### src/rtl/hazard_scoreboard_if.sv
// Decode <-> hazard scoreboard bundle. Decode is the master and drives the decoded-instruction fields.
// The scoreboard is the slave and returns the stall, flush and accept decisions plus pipeline statistics.
interface hazard_scoreboard_if #(
  parameter int REG_ADDRESS_WIDTH = 4,
  parameter int PIPE_DEPTH        = 3,
  parameter int COUNT_WIDTH       = 16
);
  localparam int PendingWidth = $clog2(PIPE_DEPTH + 1);

  logic                         issueValid;
  logic                         reg1Used;
  logic                         reg2Used;
  logic [REG_ADDRESS_WIDTH-1:0] reg1Address;
  logic [REG_ADDRESS_WIDTH-1:0] reg2Address;
  logic                         isScalarReg1;
  logic                         isScalarReg2;
  logic                         writesReg;
  logic [REG_ADDRESS_WIDTH-1:0] regDestinationAddress;
  logic                         isScalarOutput;
  logic                         takeBranchE;
  logic                         stallD;
  logic                         flushD;
  logic                         issueAccept;
  logic                         busy;
  logic [PendingWidth-1:0]      pendingCount;
  logic [COUNT_WIDTH-1:0]       stallCycles;

  modport master (
    output issueValid, reg1Used, reg2Used, reg1Address, reg2Address,
           isScalarReg1, isScalarReg2, writesReg, regDestinationAddress,
           isScalarOutput, takeBranchE,
    input  stallD, flushD, issueAccept, busy, pendingCount, stallCycles
  );

  modport slave (
    input  issueValid, reg1Used, reg2Used, reg1Address, reg2Address,
           isScalarReg1, isScalarReg2, writesReg, regDestinationAddress,
           isScalarOutput, takeBranchE,
    output stallD, flushD, issueAccept, busy, pendingCount, stallCycles
  );
endinterface

### src/rtl/hazard_scoreboard.sv
// RAW-hazard scoreboard beside Decode. stallD/flushD/issueAccept are combinational; busy, pendingCount
// and stallCycles are registered. Stalls resolve by waiting for the producer slot to drain; no backpressure upstream of Decode.
module hazard_scoreboard #(
  parameter int REG_ADDRESS_WIDTH = 4,
  parameter int PIPE_DEPTH        = 3,
  parameter bit WB_BYPASS         = 1'b0,
  parameter int COUNT_WIDTH       = 16
) (
  input logic                clock,
  input logic                reset,
  hazard_scoreboard_if.slave sb
);
  localparam int PendingWidth = $clog2(PIPE_DEPTH + 1);
  // A write-before-read register file lets the Write Back slot be ignored for matching.
  localparam int MatchDepth   = WB_BYPASS ? PIPE_DEPTH - 1 : PIPE_DEPTH;

  typedef struct packed {
    logic                         valid;
    logic                         is_scalar;
    logic [REG_ADDRESS_WIDTH-1:0] addr;
  } slot_t;

  slot_t                   r_slot      [PIPE_DEPTH];
  slot_t                   w_slot_next [PIPE_DEPTH];
  logic                    r_busy;
  logic [PendingWidth-1:0] r_pending;
  logic [COUNT_WIDTH-1:0]  r_stall_cycles;

  logic                    w_match1;
  logic                    w_match2;
  logic                    w_hazard;
  logic                    w_stall;
  logic                    w_accept;
  logic                    w_busy_next;
  logic [PendingWidth-1:0] w_pending_next;

  always_comb begin
    w_match1 = 1'b0;
    w_match2 = 1'b0;
    for (int k = 0; k < MatchDepth; k++) begin
      if (r_slot[k].valid && (r_slot[k].is_scalar == sb.isScalarReg1) &&
          (r_slot[k].addr == sb.reg1Address)) begin
        w_match1 = 1'b1;
      end
      if (r_slot[k].valid && (r_slot[k].is_scalar == sb.isScalarReg2) &&
          (r_slot[k].addr == sb.reg2Address)) begin
        w_match2 = 1'b1;
      end
    end
  end

  assign w_hazard = sb.issueValid & ((sb.reg1Used & w_match1) | (sb.reg2Used & w_match2));
  assign w_stall  = w_hazard & ~sb.takeBranchE;
  assign w_accept = sb.issueValid & ~w_hazard & ~sb.takeBranchE;

  // Slots shift every cycle; a stalled or squashed instruction leaves a bubble in Execute.
  always_comb begin
    w_slot_next[0] = {sb.writesReg & w_accept, sb.isScalarOutput, sb.regDestinationAddress};
    for (int k = 1; k < PIPE_DEPTH; k++) begin
      w_slot_next[k] = r_slot[k-1];
    end
    w_pending_next = '0;
    w_busy_next    = 1'b0;
    for (int k = 0; k < PIPE_DEPTH; k++) begin
      w_pending_next = w_pending_next + PendingWidth'(w_slot_next[k].valid);
      w_busy_next    = w_busy_next | w_slot_next[k].valid;
    end
  end

  always_ff @(posedge clock or negedge reset) begin
    if (!reset) begin
      for (int k = 0; k < PIPE_DEPTH; k++) begin
        r_slot[k] <= '0;
      end
      r_busy         <= 1'b0;
      r_pending      <= '0;
      r_stall_cycles <= '0;
    end else begin
      for (int k = 0; k < PIPE_DEPTH; k++) begin
        r_slot[k] <= w_slot_next[k];
      end
      r_busy    <= w_busy_next;
      r_pending <= w_pending_next;
      if (w_stall && (r_stall_cycles != '1)) begin
        r_stall_cycles <= r_stall_cycles + COUNT_WIDTH'(1);
      end
    end
  end

  assign sb.stallD       = w_stall;
  assign sb.flushD       = sb.takeBranchE;
  assign sb.issueAccept  = w_accept;
  assign sb.busy         = r_busy;
  assign sb.pendingCount = r_pending;
  assign sb.stallCycles  = r_stall_cycles;
endmodule

### src/flat_wrapper.sv
// flat-port wrapper written by rule: the top's interface ports become plain ports
module hazard_scoreboard_flat 
#(
  parameter int REG_ADDRESS_WIDTH = 4,
  parameter int PIPE_DEPTH        = 3,
  parameter bit WB_BYPASS         = 1'b0,
  parameter int COUNT_WIDTH       = 16
)
  (clock, reset, sb_issueValid, sb_reg1Used, sb_reg2Used, sb_reg1Address, sb_reg2Address, sb_isScalarReg1, sb_isScalarReg2, sb_writesReg, sb_regDestinationAddress, sb_isScalarOutput, sb_takeBranchE, sb_stallD, sb_flushD, sb_issueAccept, sb_busy, sb_pendingCount, sb_stallCycles);
  hazard_scoreboard_if #(.REG_ADDRESS_WIDTH(REG_ADDRESS_WIDTH), .PIPE_DEPTH(PIPE_DEPTH), .COUNT_WIDTH(COUNT_WIDTH)) sb_i ();
  input logic clock;
  input logic reset;
  input wire logic [$bits(sb_i.issueValid)-1:0] sb_issueValid;
  input wire logic [$bits(sb_i.reg1Used)-1:0] sb_reg1Used;
  input wire logic [$bits(sb_i.reg2Used)-1:0] sb_reg2Used;
  input wire logic [$bits(sb_i.reg1Address)-1:0] sb_reg1Address;
  input wire logic [$bits(sb_i.reg2Address)-1:0] sb_reg2Address;
  input wire logic [$bits(sb_i.isScalarReg1)-1:0] sb_isScalarReg1;
  input wire logic [$bits(sb_i.isScalarReg2)-1:0] sb_isScalarReg2;
  input wire logic [$bits(sb_i.writesReg)-1:0] sb_writesReg;
  input wire logic [$bits(sb_i.regDestinationAddress)-1:0] sb_regDestinationAddress;
  input wire logic [$bits(sb_i.isScalarOutput)-1:0] sb_isScalarOutput;
  input wire logic [$bits(sb_i.takeBranchE)-1:0] sb_takeBranchE;
  output wire logic [$bits(sb_i.stallD)-1:0] sb_stallD;
  output wire logic [$bits(sb_i.flushD)-1:0] sb_flushD;
  output wire logic [$bits(sb_i.issueAccept)-1:0] sb_issueAccept;
  output wire logic [$bits(sb_i.busy)-1:0] sb_busy;
  output wire logic [$bits(sb_i.pendingCount)-1:0] sb_pendingCount;
  output wire logic [$bits(sb_i.stallCycles)-1:0] sb_stallCycles;
  assign sb_i.issueValid = sb_issueValid;
  assign sb_i.reg1Used = sb_reg1Used;
  assign sb_i.reg2Used = sb_reg2Used;
  assign sb_i.reg1Address = sb_reg1Address;
  assign sb_i.reg2Address = sb_reg2Address;
  assign sb_i.isScalarReg1 = sb_isScalarReg1;
  assign sb_i.isScalarReg2 = sb_isScalarReg2;
  assign sb_i.writesReg = sb_writesReg;
  assign sb_i.regDestinationAddress = sb_regDestinationAddress;
  assign sb_i.isScalarOutput = sb_isScalarOutput;
  assign sb_i.takeBranchE = sb_takeBranchE;
  assign sb_stallD = sb_i.stallD;
  assign sb_flushD = sb_i.flushD;
  assign sb_issueAccept = sb_i.issueAccept;
  assign sb_busy = sb_i.busy;
  assign sb_pendingCount = sb_i.pendingCount;
  assign sb_stallCycles = sb_i.stallCycles;
  hazard_scoreboard #(.REG_ADDRESS_WIDTH(REG_ADDRESS_WIDTH), .PIPE_DEPTH(PIPE_DEPTH), .WB_BYPASS(WB_BYPASS), .COUNT_WIDTH(COUNT_WIDTH)) u_core (.clock(clock), .reset(reset), .sb(sb_i));
endmodule
### config.mk
export PLATFORM = sky130hd
export DESIGN_NAME = hazard_scoreboard_flat
export DESIGN_NICKNAME = d
export VERILOG_FILES = /design/src/rtl/hazard_scoreboard_if.sv /design/src/rtl/hazard_scoreboard.sv /design/src/flat_wrapper.sv
export SDC_FILE = /design/constraint.sdc
export NUM_CORES = 1
export LEC_CHECK = 0
export BUFFER_PORTS_ARGS = -buffer_cell sky130_fd_sc_hd__buf_2
export CAP_MARGIN = 10
export CORE_MARGIN = 2
export CORE_UTILIZATION = 47
export DETAILED_ROUTE_END_ITERATION = 12
export GPL_TIMING_DRIVEN = 0
export PLACE_DENSITY = 0.86
export SLEW_MARGIN = 30
export SYNTH_ARGS = -nofsm -noshare
export SYNTH_HDL_FRONTEND = slang
export SYNTH_SLANG_ARGS = --single-unit
### constraint.sdc
create_clock -name clock -period 1.9 [get_ports clock]
set_input_delay 0 -clock clock [delete_from_list [all_inputs] [get_ports clock]]
set_output_delay 0 -clock clock [all_outputs]
set_load 0.03 [all_outputs]
Word level (Yosys, flattened, before mapping)
Cells that the tools add are included.
{ "classes": {"muxes": 6, "n_addsub": 3, "eq_ne": 13, "n_reduce_logical": 13, "bitwise": 12} }
{ "op_table": {"columns": ["operator", "n"], "rows": [
  ["== test 4 bit", 6],
  ["adder 16 x 1 -> 16 bit (second input constant)", 1],
  ["inequality test 16 bit (second input constant)", 1],
  ["logical AND 1 bit", 13],
  ["AND 1 bit", 7],
  ["== test 1 bit", 6],
  ["two-way mux 1 bit", 6],
  ["OR 1 bit", 3],
  ["adder 1 x 1 -> 2 bit", 1],
  ["adder 2 x 1 -> 2 bit", 1],
  ["inverter 1 bit", 2]
]} }
{ "totals": {"register_bits": 37, "inputBits": 22, "elab_cells": 59, "output_inout_bits": 22} }

Longest topological paths before layout
Gate-level depths: netlist of the first run.
{ "logic_depth": {"ltp_word": 15, "mapped_depth": 9} }

Worst setup path after synthesis of the first run
OpenSTA, ideal clock, no wires.
{ "synth_timing": {"path_kind": "register -> register", "startpoint": "register u_core.r_stall_cycles[0], in the netlist u_core.sb.stallCycles[0]", "endpoint": "register u_core.r_stall_cycles[3], in the netlist u_core.sb.stallCycles[3]", "path_stages_with_launch": 10, "n_path_buf": 1, "path_slack_ns": -0.259, "synth_period_minus_slack_ns": 2.159, "arrival_ns": 2.024, "setup_ns": 0.135, "path_cell_list": "dfrtp_1 > ha_1 > nand3_2 > nor4_2 > and3_1 > or2b_2 > o21ba_4 > buf_6 > nand4_1 > xnor2_1"} }
{ "synth_between": {"elab_chain_len": 2, "word_cells_on_any_way": 3} }
{ "synth_lines": {"columns": ["item", "line_no", "text"], "rows": [
  ["from (decl)", "hazard_scoreboard.sv:27", "logic [COUNT_WIDTH-1:0] r_stall_cycles;"],
  ["from (signal assigned)", "hazard_scoreboard.sv:85", "r_stall_cycles <= r_stall_cycles + COUNT_WIDTH'(1);"],
  ["branches (longest 2 deep; another with adder 16 x 1 -> 16 bit)", null, null]
]} }
Several ways; the timed one is not identified.
A chain may end at the register's enable or synchronous reset.

==> results of run 1 <==
[worst min-delay path, cell delays in order]
cell and delay [ns]:
buf_2 0.09, nor2b_1 0.10, and3_4 0.22
[per-layer routing]
layer	up-vias	part of all wire	GRT usage
met5	-	0	0
met3	22	0.050	0.0757
li1	639	-	-
met4	0	0.040	0.109
met1	695	0.39	0.226
met2	59	0.52	0.365
[per-stage QoR]
| stage | power, mW | cell area, µm² | setup slack [ns] | TNS (ns) |
|---|---|---|---|---|
| floorplan | 0.953 | 1730 | -0.0920 | -0.806 |
| global placement | 1.03 | 2000 | -0.210 | -0.947 |
| detailed placement | 1.03 | 2000 | -0.282 | -1.62 |
| CTS | 1.75 | 2350 | -0.139 | -0.482 |
| global route | 1.82 | 2470 | -0.304 | -4.14 |
| finish | 1.75 | 2470 | -0.209 | -1.88 |
[registers in the layout, indices dropped and copies added (netlist names)]
name,cells
u_core.r_slot,18
u_core.sb.stallCycles,16
u_core.sb.pendingCount,2
u_core.sb.busy,1
[worst paths after layout]
check                                             from                                   end  slack (ns)
setup / recovery            u_core.r_slot[3]$_DFF_PN0_   u_core.sb.pendingCount[0]$_DFF_PN0_       -0.21
hold / removal                          sb_takeBranchE           u_core.r_slot[17]$_DFF_PN0_        0.09
setup reg to reg            u_core.r_slot[3]$_DFF_PN0_   u_core.sb.pendingCount[0]$_DFF_PN0_       -0.21
hold reg to reg            u_core.r_slot[14]$_DFF_PN0_            u_core.r_slot[8]$_DFF_PN0_        0.45
max in group asynchronous                        reset  u_core.sb.stallCycles[0]$_DFFE_PN0P_        1.09
min in group asynchronous                        reset           u_core.r_slot[15]$_DFF_PN0_        0.26
[logic make-up after synthesis]
kind of cell | share of synthesized area
adder cells (fa/ha/maj) | 0.0191
AND/OR/NAND/NOR | 0.177
flip-flops | 0.543
AO/OA/AOI/OAI | 0.0176
XOR/XNOR | 0.226
multiplexers | 0.00660
buffers and inverters | 0.0110
[placed cells by master, fill, tap and decap left out, drive strengths merged, types with 2 or more instances in the layout]
| master | n |
|---|---|
| nand3 | 10 |
| clkbuf | 5 |
| and2 | 3 |
| nand2 | 6 |
| dfrtp | 37 |
| xor2 | 24 |
| and3 | 3 |
| nand4 | 12 |
| nor2 | 4 |
| nor2b | 2 |
| dlygate4sd3 | 7 |
| bufinv | 2 |
| buf | 61 |
| nor4 | 8 |
| xnor2 | 20 |
[report_power, final]
group | switching, mW | internal [mW]
clock network | 0.274 | 0.414
registers | 0.0285 | 0.817
logic | 0.119 | 0.101
[layout make-up]
class,instances,area [µm²]
fill,214,947
sequential,37,931
multi-input combinational,102,926
timing repair buffer,66,429
clock inverter,3,68.8
tap,46,57.6
clock buffer,5,37.5
buffer,2,18.8
[timing repair]
action                     CTS  global route
setup buffers               10             5
setup endpoints to repair   19            21
hold endpoints to repair    43             0
pin swaps                   20            21
cloned                       1             0
resized for setup           19            17
hold buffers                 7             0
==> impl_metrics.tcl, run 1 <==
set metrics [dict create \
    drive_above_1_share 0.451 \
    drt_iter0_markers 123 \
    slew_headroom 0.474 \
    synth_cells 141 \
    synth-edff-count 0 \
    status "complete, but fails checks" \
    final_cells 261 \
    place.gp.congestion 0.903 \
    endpoint_kind "flop" \
    crit_chain "xor2_1 > nor4_2 > nand4_1 > nand4_1 > nor2_4 > and3_4 > fa_1" \
    path_clk_slew_ns 0.12 \
    port_buffers 43 \
    critPathSlowestCell "fa_1" \
    worst_slew_pin_slew_ns 0.788 \
    grt_pass1_wl_mm 6.49 \
    first_pass_iters 4 \
    violations "setup timing" \
    syn_nets 165 \
    clockBufferDepth 2 \
    powerDensity_nw_per_um2 711 \
    die_y_um 64.2 \
    antenna_found_initial 0 \
    timing.hold.ws_ns 0.0939 \
    rsz0062_at_grt "yes" \
    drtAntennaViolNets 0 \
    routed_wl_mm 4.41 \
    synth_top_area_frac 0.543 \
    hold_viol 0 \
    drv_cap 0 \
    slowest_delay_ns 0.45 \
    crit_type "reg -> reg" \
    synth.most_common_cell "dfrtp_1" \
    arrival_ns 2.34 \
    fin_crit_sh 1.11 \
    start_kind "flop" \
    leakagePower_nw 1.18 \
    pin_count 44 \
    fin_crit_ns 2.11 \
    num_rows 21 \
    dieArea_um2 4130 \
    setup_viol 21 \
    cts_htree_levels 2 \
    netlist_area_um2 1710 \
    cp.required_ns 2.13 \
    yosysWarnings 0 \
    grt.total_usage 0.211 \
    drc 0 \
    dr_total_vias 1415 \
    die_w_um 64.2 \
    overflow 0 \
    fmax_ghz 0.474 \
    async_reset_ff_frac 1.00 \
    yosys_register_bits 37 \
    cts_tree "yes" \
    core_area_um2 3420 \
    fin_skew_ns 0.0102 \
    wl_per_cell_um 16.9 \
    cp.depth 7 \
    synth_area_leader_cell "dfrtp_1" \
    antenna_cells 0 \
    final_nets 238 \
    cts_buffers 5 \
    placedCellCount 230 \
    cts_sinks 37 \
    cp_common_cell "nand4_1" \
    synth_ff_type "dfrtp_1" \
    floorplan.initialDensity 0.499 \
    hold_class "in -> reg" \
    ys_top_cells_by_area "dfrtp_1, xor2_1, xnor2_1" \
    worst-path-buf-inv 0 \
    fin_util 0.723 \
    cp_max_fo 4 \
    dp_hpwl_mm 2.48 \
    syn2layout_area_growth_pct 44.8 \
    vias_per_cell 5.42 \
    synth_common_cells "dfrtp_1, xor2_1, xnor2_1" \
    syn_area_per_cell_um2 12.1 \
    synth_seq_area_share 0.543 \
    worst_slack_ns -0.209 \
    grt_pass1_vias 1420 \
    ir_drop_mv 0.389 \
    grt_max_degree 38 \
    hold_depth 3 \
    clkLatencyLatePin_ns 0.35 \
    r2r_cells 7 \
    yosysUniqueCellTypes 25 \
    cpLargestDelayFamily "simple AND/OR/NAND/NOR gates" \
    root_buffer "clkbuf_4" \
    slew_violations 0 \
]
Power figures use the tool's default switching activity.
==> run 2, diff against run 1 <==
--- a/config.mk
+++ b/config.mk
@@ -6,8 +6,9 @@
 export NUM_CORES = 1
 export LEC_CHECK = 0
+export ABC_AREA = 1
 export BUFFER_PORTS_ARGS = -buffer_cell sky130_fd_sc_hd__buf_2
 export CAP_MARGIN = 10
 export CORE_MARGIN = 2
-export CORE_UTILIZATION = 47
+export CORE_UTILIZATION = 49
 export DETAILED_ROUTE_END_ITERATION = 12
 export GPL_TIMING_DRIVEN = 0
==> constraint.sdc (replaced) <==
create_clock -name clock -period 1.9 [get_ports clock]
set_input_delay 0.19 -clock clock [delete_from_list [all_inputs] [get_ports clock]]
set_output_delay 0.19 -clock clock [all_outputs]
set_load 0.03 [all_outputs]
==> run 2 against run 1 <==
  * The run ends with hold timing left
  * Clock power up 3.3%
  * Combinational power rose by 17%
  * Sequential share of layout area is 4.1 points lower
  * Synthesized area is 26% higher
  * Synthesized cell count up 110%
==> impl_metrics.tcl, run 2 <==
set metrics [dict create \
    status "complete, but fails checks" \
    violations "hold timing" \
    leakagePower_nw 1.54 \
    crit_start "u_core.r_slot[15]$_DFF_PN0_" \
    vias_per_cell 5.06 \
    slew_headroom 0.473 \
    dpl_cell_area_um2 2450 \
    timing.hold.ws_ns -0.0204 \
    synth_top_area_frac 0.429 \
    cp-endpoint "u_core.sb.pendingCount[0]$_DFF_PN0_" \
    grt_max_degree 38 \
    largest_reg_flops 18 \
    core_area_um2 4290 \
    final_cells 421 \
    crit_type "reg -> reg" \
    slew_violations 0 \
    grt_pass1_wl_mm 8.42 \
    hold_class "in -> async" \
    drv_cap 0 \
    antenna_found_initial 0 \
    routed_wl_mm 5.12 \
    start_kind "flop" \
    grt.total_usage 0.212 \
    cp_max_fo 4 \
    rsz0062_at_grt "yes" \
    pwr-share-comb 0.142 \
    r2r_cells 13 \
    fmax_ghz 0.531 \
    r2r_end "u_core.sb.pendingCount[0]$_DFF_PN0_" \
    syn2layout_area_growth_pct 27.8 \
    yosys_register_bits 37 \
    arrival_ns 2.04 \
    syn_nets 326 \
    num_rows 24 \
    final_area_um2 2760 \
    r2r_start "u_core.r_slot[15]$_DFF_PN0_" \
    syn_area_per_cell_um2 7.14 \
    dr_total_vias 2129 \
    placedCellCount 397 \
    drtAntennaViolNets 0 \
    wl_per_cell_um 12.1 \
    p_sw_mw 0.468 \
    fin_crit_ns 1.88 \
    ys_top_cells_by_area "dfrtp_1, nand2_1, nor2_1" \
    layout_common_cells "nand2_1, buf_2, dfrtp_1" \
    overflow 0 \
    port_buffers 43 \
    path_clk_slew_ns 0.08 \
    dp_hpwl_mm 3.68 \
    die_w_um 70.4 \
    clkLatencyLatePin_ns 0.29 \
    rrSetupSlack_ns 0.02 \
    antenna_cells 0 \
    clockBufferDepth 2 \
    nFillCells 379 \
    grt_pass1_vias 1915 \
    synth.most_common_cell "nand2_1" \
    multi_input_area_um2 1090 \
    hold_viol 37 \
    pin_count 44 \
    drc 0 \
    worst_slew_pin_slew_ns 0.790 \
    sw_frac_of_total 0.258 \
    first_pass_iters 4 \
    synth_cells 302 \
    dieArea_um2 4950 \
    final_nets 392 \
    drt_iter0_markers 88 \
    synth_seq_area_share 0.429 \
    synth_common_cells "nand2_1, dfrtp_1, nor2_1" \
    cts_htree_levels 2 \
    die_y_um 70.4 \
    ir_drop_mv 0.581 \
    root_buffer "clkbuf_8" \
    powerDensity_nw_per_um2 658 \
    setup_viol 0 \
    synth-edff-count 0 \
    fin_crit_sh 0.992 \
    intPower_mw 1.35 \
    register_area_um2 926 \
    cts_buffers 5 \
    power_frac_seq 0.466 \
    yosysWarnings 0 \
    synth_area_leader_cell "dfrtp_1" \
    endpoint_kind "flop" \
    layout_commonest_cell "nand2_1" \
    floorplan.initialDensity 0.502 \
    top_register "u_core.r_slot" \
    netlist_area_um2 2160 \
    cts_tree "yes" \
    p_clk_frac 0.392 \
    async_reset_ff_frac 1.00 \
    place.gp.congestion 0.924 \
    cp.required_ns 2.06 \
    drive_above_1_share 0.247 \
    fin_skew_ns 0.00520 \
    synth_ff_type "dfrtp_1" \
    yosysUniqueCellTypes 25 \
    cts_sinks 37 \
]
run 2: cell types whose count changed after synthesis, sizes merged, moves of 10 or more:
cell / before / now
nand2: 6 / 124
inv: 0 / 34
nor2: 4 / 36
xor2: 24 / 5
xnor2: 20 / 6
nand3: 10 / 20
run 2: cells by family (layout without fill, tap and decap cells):
family / count (synthesis) / count (layout) / synth area share
and+or+nand+nor: 202 / 202 / 0.410
buffers and inverters: 43 / 110 / 0.0853
DFF: 37 / 37 / 0.429
xor gates and xnor gates: 11 / 11 / 0.0447
AOI/OAI and AO/OA: 7 / 7 / 0.0162
adders and majority gates: 2 / 2 / 0.0151
run 2: per-layer routing:
metal	part of all wire	global-route usage	up-vias	wire (µm)
li1	-	-	1070	-
met1	0.44	0.266	1014	2240
met2	0.52	0.367	39	2660
met3	0.034	0.0418	6	174
met4	0.0080	0.0620	0	41
met5	0	0	-	0
run 2: layout make-up:
class / instances / share of cell area
Multi-Input combinational cell: 222 / 0.397
Sequential cell: 37 / 0.336
Timing Repair Buffer: 59 / 0.128
Inverter: 35 / 0.0476
Clock buffer: 6 / 0.0299
Buffer: 8 / 0.0245
Tap cell: 52 / 0.0236
Clock inverter: 2 / 0.0136
run 2: critical path, stage by stage, from the launching register on:
cell,delay [ns]
dfrtp_1,0.42
inv_1,0.09
nand2_1,0.05
nand2_1,0.06
nor2_1,0.04
nand3_1,0.07
nand3_1,0.09
nand2_2,0.09
nand2_2,0.07
buf_6,0.12
nor2_4,0.11
nand2_2,0.08
inv_2,0.06
fa_1,0.41
run 2: worst min-delay path by stage:
stage	from	end	cells after the start
finish	reset	u_core.r_slot[2]$_DFF_PN0_	1
CTS	sb_regDestinationAddress[3]	u_core.r_slot[15]$_DFF_PN0_	1
detailed placement	sb_regDestinationAddress[1]	u_core.r_slot[13]$_DFF_PN0_	1
floorplan	reset	u_core.r_slot[0]$_DFF_PN0_	0
global placement	sb_regDestinationAddress[0]	u_core.r_slot[12]$_DFF_PN0_	1
global route	reset	u_core.r_slot[2]$_DFF_PN0_	1
run 2: per-stage QoR:
step / utilization / power [mW] / setup TNS, ns / hold WS, ns / worst slack (ns)
after floorplan: - / 0.981 / 0 / -0.106 / 0.00924
after global placement: 0.571 / 1.06 / -0.0527 / 0.300 / -0.0521
after detailed placement: 0.571 / 1.07 / -0.189 / 0.300 / -0.127
after CTS: 0.615 / 1.79 / 0 / 0.00411 / 0.00104
after global routing: 0.642 / 1.91 / -0.418 / 0.0568 / -0.108
final: 0.642 / 1.82 / 0 / -0.0204 / 0.0160
run 2: power groups by stage:
| stage | clock network, mW | logic (mW) | registers (mW) |
|---|---|---|---|
| 2_1_floorplan | 0 | 0.103 | 0.879 |
| 3_3_place_gp | 0 | 0.203 | 0.860 |
| 3_5_place_dp | 0 | 0.210 | 0.861 |
| 4_1_cts | 0.726 | 0.222 | 0.847 |
| 5_1_grt | 0.765 | 0.289 | 0.852 |
| 6_report | 0.711 | 0.258 | 0.847 |
run 2: repair_timing:
| action | 4_1_cts | 5_1_grt |
|---|---|---|
| pin swaps | 8 | 4 |
| hold endpoints to repair | 4 | 1 |
| hold buffers | 4 | 1 |
| setup buffers | 2 | 9 |
| endpoints found under the setup margin | 3 | 14 |
| resized for setup | 6 | 11 |
==> run 3, diff against run 2 <==
- CORE_UTILIZATION: 49 -> 45
- PLACE_DENSITY: 0.86 -> 0.81
==> run 3 against run 2 <==
  * The run still ends with hold timing left
  * Sequential share of layout area decreased by 0.11 points
  * Clock-buffer cell count down 1
  * Via count fell by 0.99%
  * Fmax up 5.8%
  * Worst hold slack improved by 0.0024 ns
  * Die area is 8.4% higher
  * Worst setup slack better by 0.10 ns
  * Critical path depth fell by 1
  * Utilization fell by 4.8 points
  * Final cell count down 0.95%
  * First-iteration DRC count grew 18%
  * Largest power group unchanged
  * Clock skew up 0.0024 ns
==> impl_metrics.tcl, run 3 (synthesized netlist as in run 2, its figures left out) <==
set metrics [dict create \
    met2_usage 0.353 \
    port_buffers 43 \
    fin_crit_sh 0.937 \
    drt_iter0_markers 104 \
    overflow 0 \
    grt.total_usage 0.199 \
    drv_cap 0 \
    arrival_ns 1.95 \
    num_rows 25 \
    wl_per_cell_um 12.1 \
    fin_util 0.594 \
    cts_buffers 5 \
    antenna_cells 0 \
    place.gp.congestion 0.942 \
    grt_pass1_wl_mm 8.18 \
    nFillCells 446 \
    endpoint_kind "flop" \
    fin_crit_ns 1.78 \
    path_clk_slew_ns 0.07 \
    clockBufferDepth 2 \
    grt_max_degree 38 \
    routed_wl_mm 5.04 \
    dr_total_vias 2108 \
    first_pass_iters 4 \
    slew_headroom 0.466 \
    cp.required_ns 2.07 \
    clkLatencyLatePin_ns 0.29 \
    fin_skew_ns 0.00762 \
    fmax_ghz 0.562 \
    drc 0 \
    layout_commonest_cell "nand2_1" \
    cts_tree "yes" \
    final_nets 386 \
    die_y_um 73.2 \
    syn2layout_area_growth_pct 28.4 \
    largest_reg_flops 18 \
    register_area_um2 927 \
    hold_viol 37 \
    top_register "u_core.r_slot" \
    core_area_um2 4660 \
    hold_class "in -> async" \
    ir_drop_mv 0.318 \
    dp_hpwl_mm 3.65 \
    worst_slack_ns 0.120 \
    cts_htree_levels 2 \
    dieArea_um2 5360 \
    cts_sinks 37 \
    met3_usage 0.0525 \
    pin_count 44 \
    root_buffer "clkbuf_8" \
    grt_most_used_layer "met2" \
    powerDensity_nw_per_um2 688 \
    start_kind "flop" \
    leakagePower_nw 1.54 \
    vias_per_cell 5.06 \
    pre_cts_ws_ns -0.0640 \
    slew_violations 0 \
    cp_max_fo 4 \
    worst_slew_pin_slew_ns 0.801 \
    multi_input_area_um2 1140 \
    timing.hold.ws_ns -0.0180 \
    crit_type "reg -> reg" \
    violations "hold timing" \
    layout_common_cells "nand2_1, buf_2, dfrtp_1" \
    floorplan.initialDensity 0.463 \
    drtAntennaViolNets 0 \
    die_w_um 73.2 \
    antenna_found_initial 0 \
    drive_above_1_share 0.275 \
    met1_usage 0.228 \
    grt_pass1_vias 1935 \
    setup_viol 0 \
    status "complete, but fails checks" \
]
run 3: cell types whose count changed in the layout (fill, tap and decap cells not counted), moves of 2 or more:
cell | previous run | this run
buf_4 | 14 | 8
inv_1 | 26 | 21
inv_2 | 8 | 13
nand2_1 | 121 | 117
nand2_2 | 3 | 5
nand2_4 | 0 | 2
nand3_1 | 17 | 13
nand3_2 | 2 | 6
run 3: worst max-delay path, cell delays in order (launching register included):
cell and delay [ns]:
dfrtp_1 0.40, inv_1 0.08, nand2_1 0.06, nand2_1 0.07
nor2_1 0.04, nand3_1 0.10, nand3_2 0.09, nand2_2 0.11
nand2_4 0.07, nor2_4 0.12, nand2_2 0.07, inv_2 0.06
fa_1 0.39
run 3: timing repair:
action | 4_1_cts | 5_1_grt
hold buffers | 5 | 0
pin swaps | 0 | 15
buffers inserted | 1 | 5
setup endpoints to repair | 3 | 14
resized for setup | 4 | 30
cloned | 0 | 0
endpoints found under the hold margin | 5 | 0
run 3: through the flow:
| stage | instances | total power, mW | setup TNS, ns | instance area (µm²) |
|---|---|---|---|---|
| CTS | 413 | 1.90 | 0 | 2660 |
| global route | 417 | 1.99 | -0.0396 | 2770 |
| detailed placement | 399 | 1.07 | -0.0714 | 2460 |
| finish | 417 | 1.91 | 0 | 2770 |
| floorplan | 302 | 0.981 | 0 | 2170 |
| global placement | 399 | 1.06 | -0.0527 | 2460 |
run 3: power by group:
| part | leakage [nW] | internal, mW | switching, mW |
|---|---|---|---|
| sequential | 0.476 | 0.818 | 0.0329 |
| clock | 0.0681 | 0.522 | 0.295 |
| combinational | 0.999 | 0.0889 | 0.150 |
run 3: path summary, 6_finish.rpt:
path / startpoint / to / slack [ns] / depth (start not counted)
max: u_core.r_slot[3]$_DFF_PN0_ / u_core.sb.pendingCount[0]$_DFF_PN0_ / 0.12 / 12
min: reset / u_core.r_slot[2]$_DFF_PN0_ / -0.02 / 1
max reg2reg: u_core.r_slot[3]$_DFF_PN0_ / u_core.sb.pendingCount[0]$_DFF_PN0_ / 0.12 / 12
min reg2reg: u_core.r_slot[10]$_DFF_PN0_ / u_core.r_slot[4]$_DFF_PN0_ / 0.42 / 0
max in group asynchronous: reset / u_core.sb.stallCycles[0]$_DFFE_PN0P_ / 1.36 / 1
min in group clock: sb_writesReg / u_core.sb.busy$_DFF_PN0_ / 0.11 / 3
run 3: area by class of cell:
class                      instances  area share
tap                               54      0.0244
buffer                             7      0.0194
clock inverter                     3      0.0235
inverter                          35      0.0474
timing repair buffer              54       0.115
clock buffer                       5      0.0248
multi-input combinational        222       0.411
sequential                        37       0.335
run 3: layer usage:
layer	part of all wire	wire (µm)
met3	0.046	230
met1	0.43	2160
met4	0.013	64
met2	0.51	2590
met5	0	0
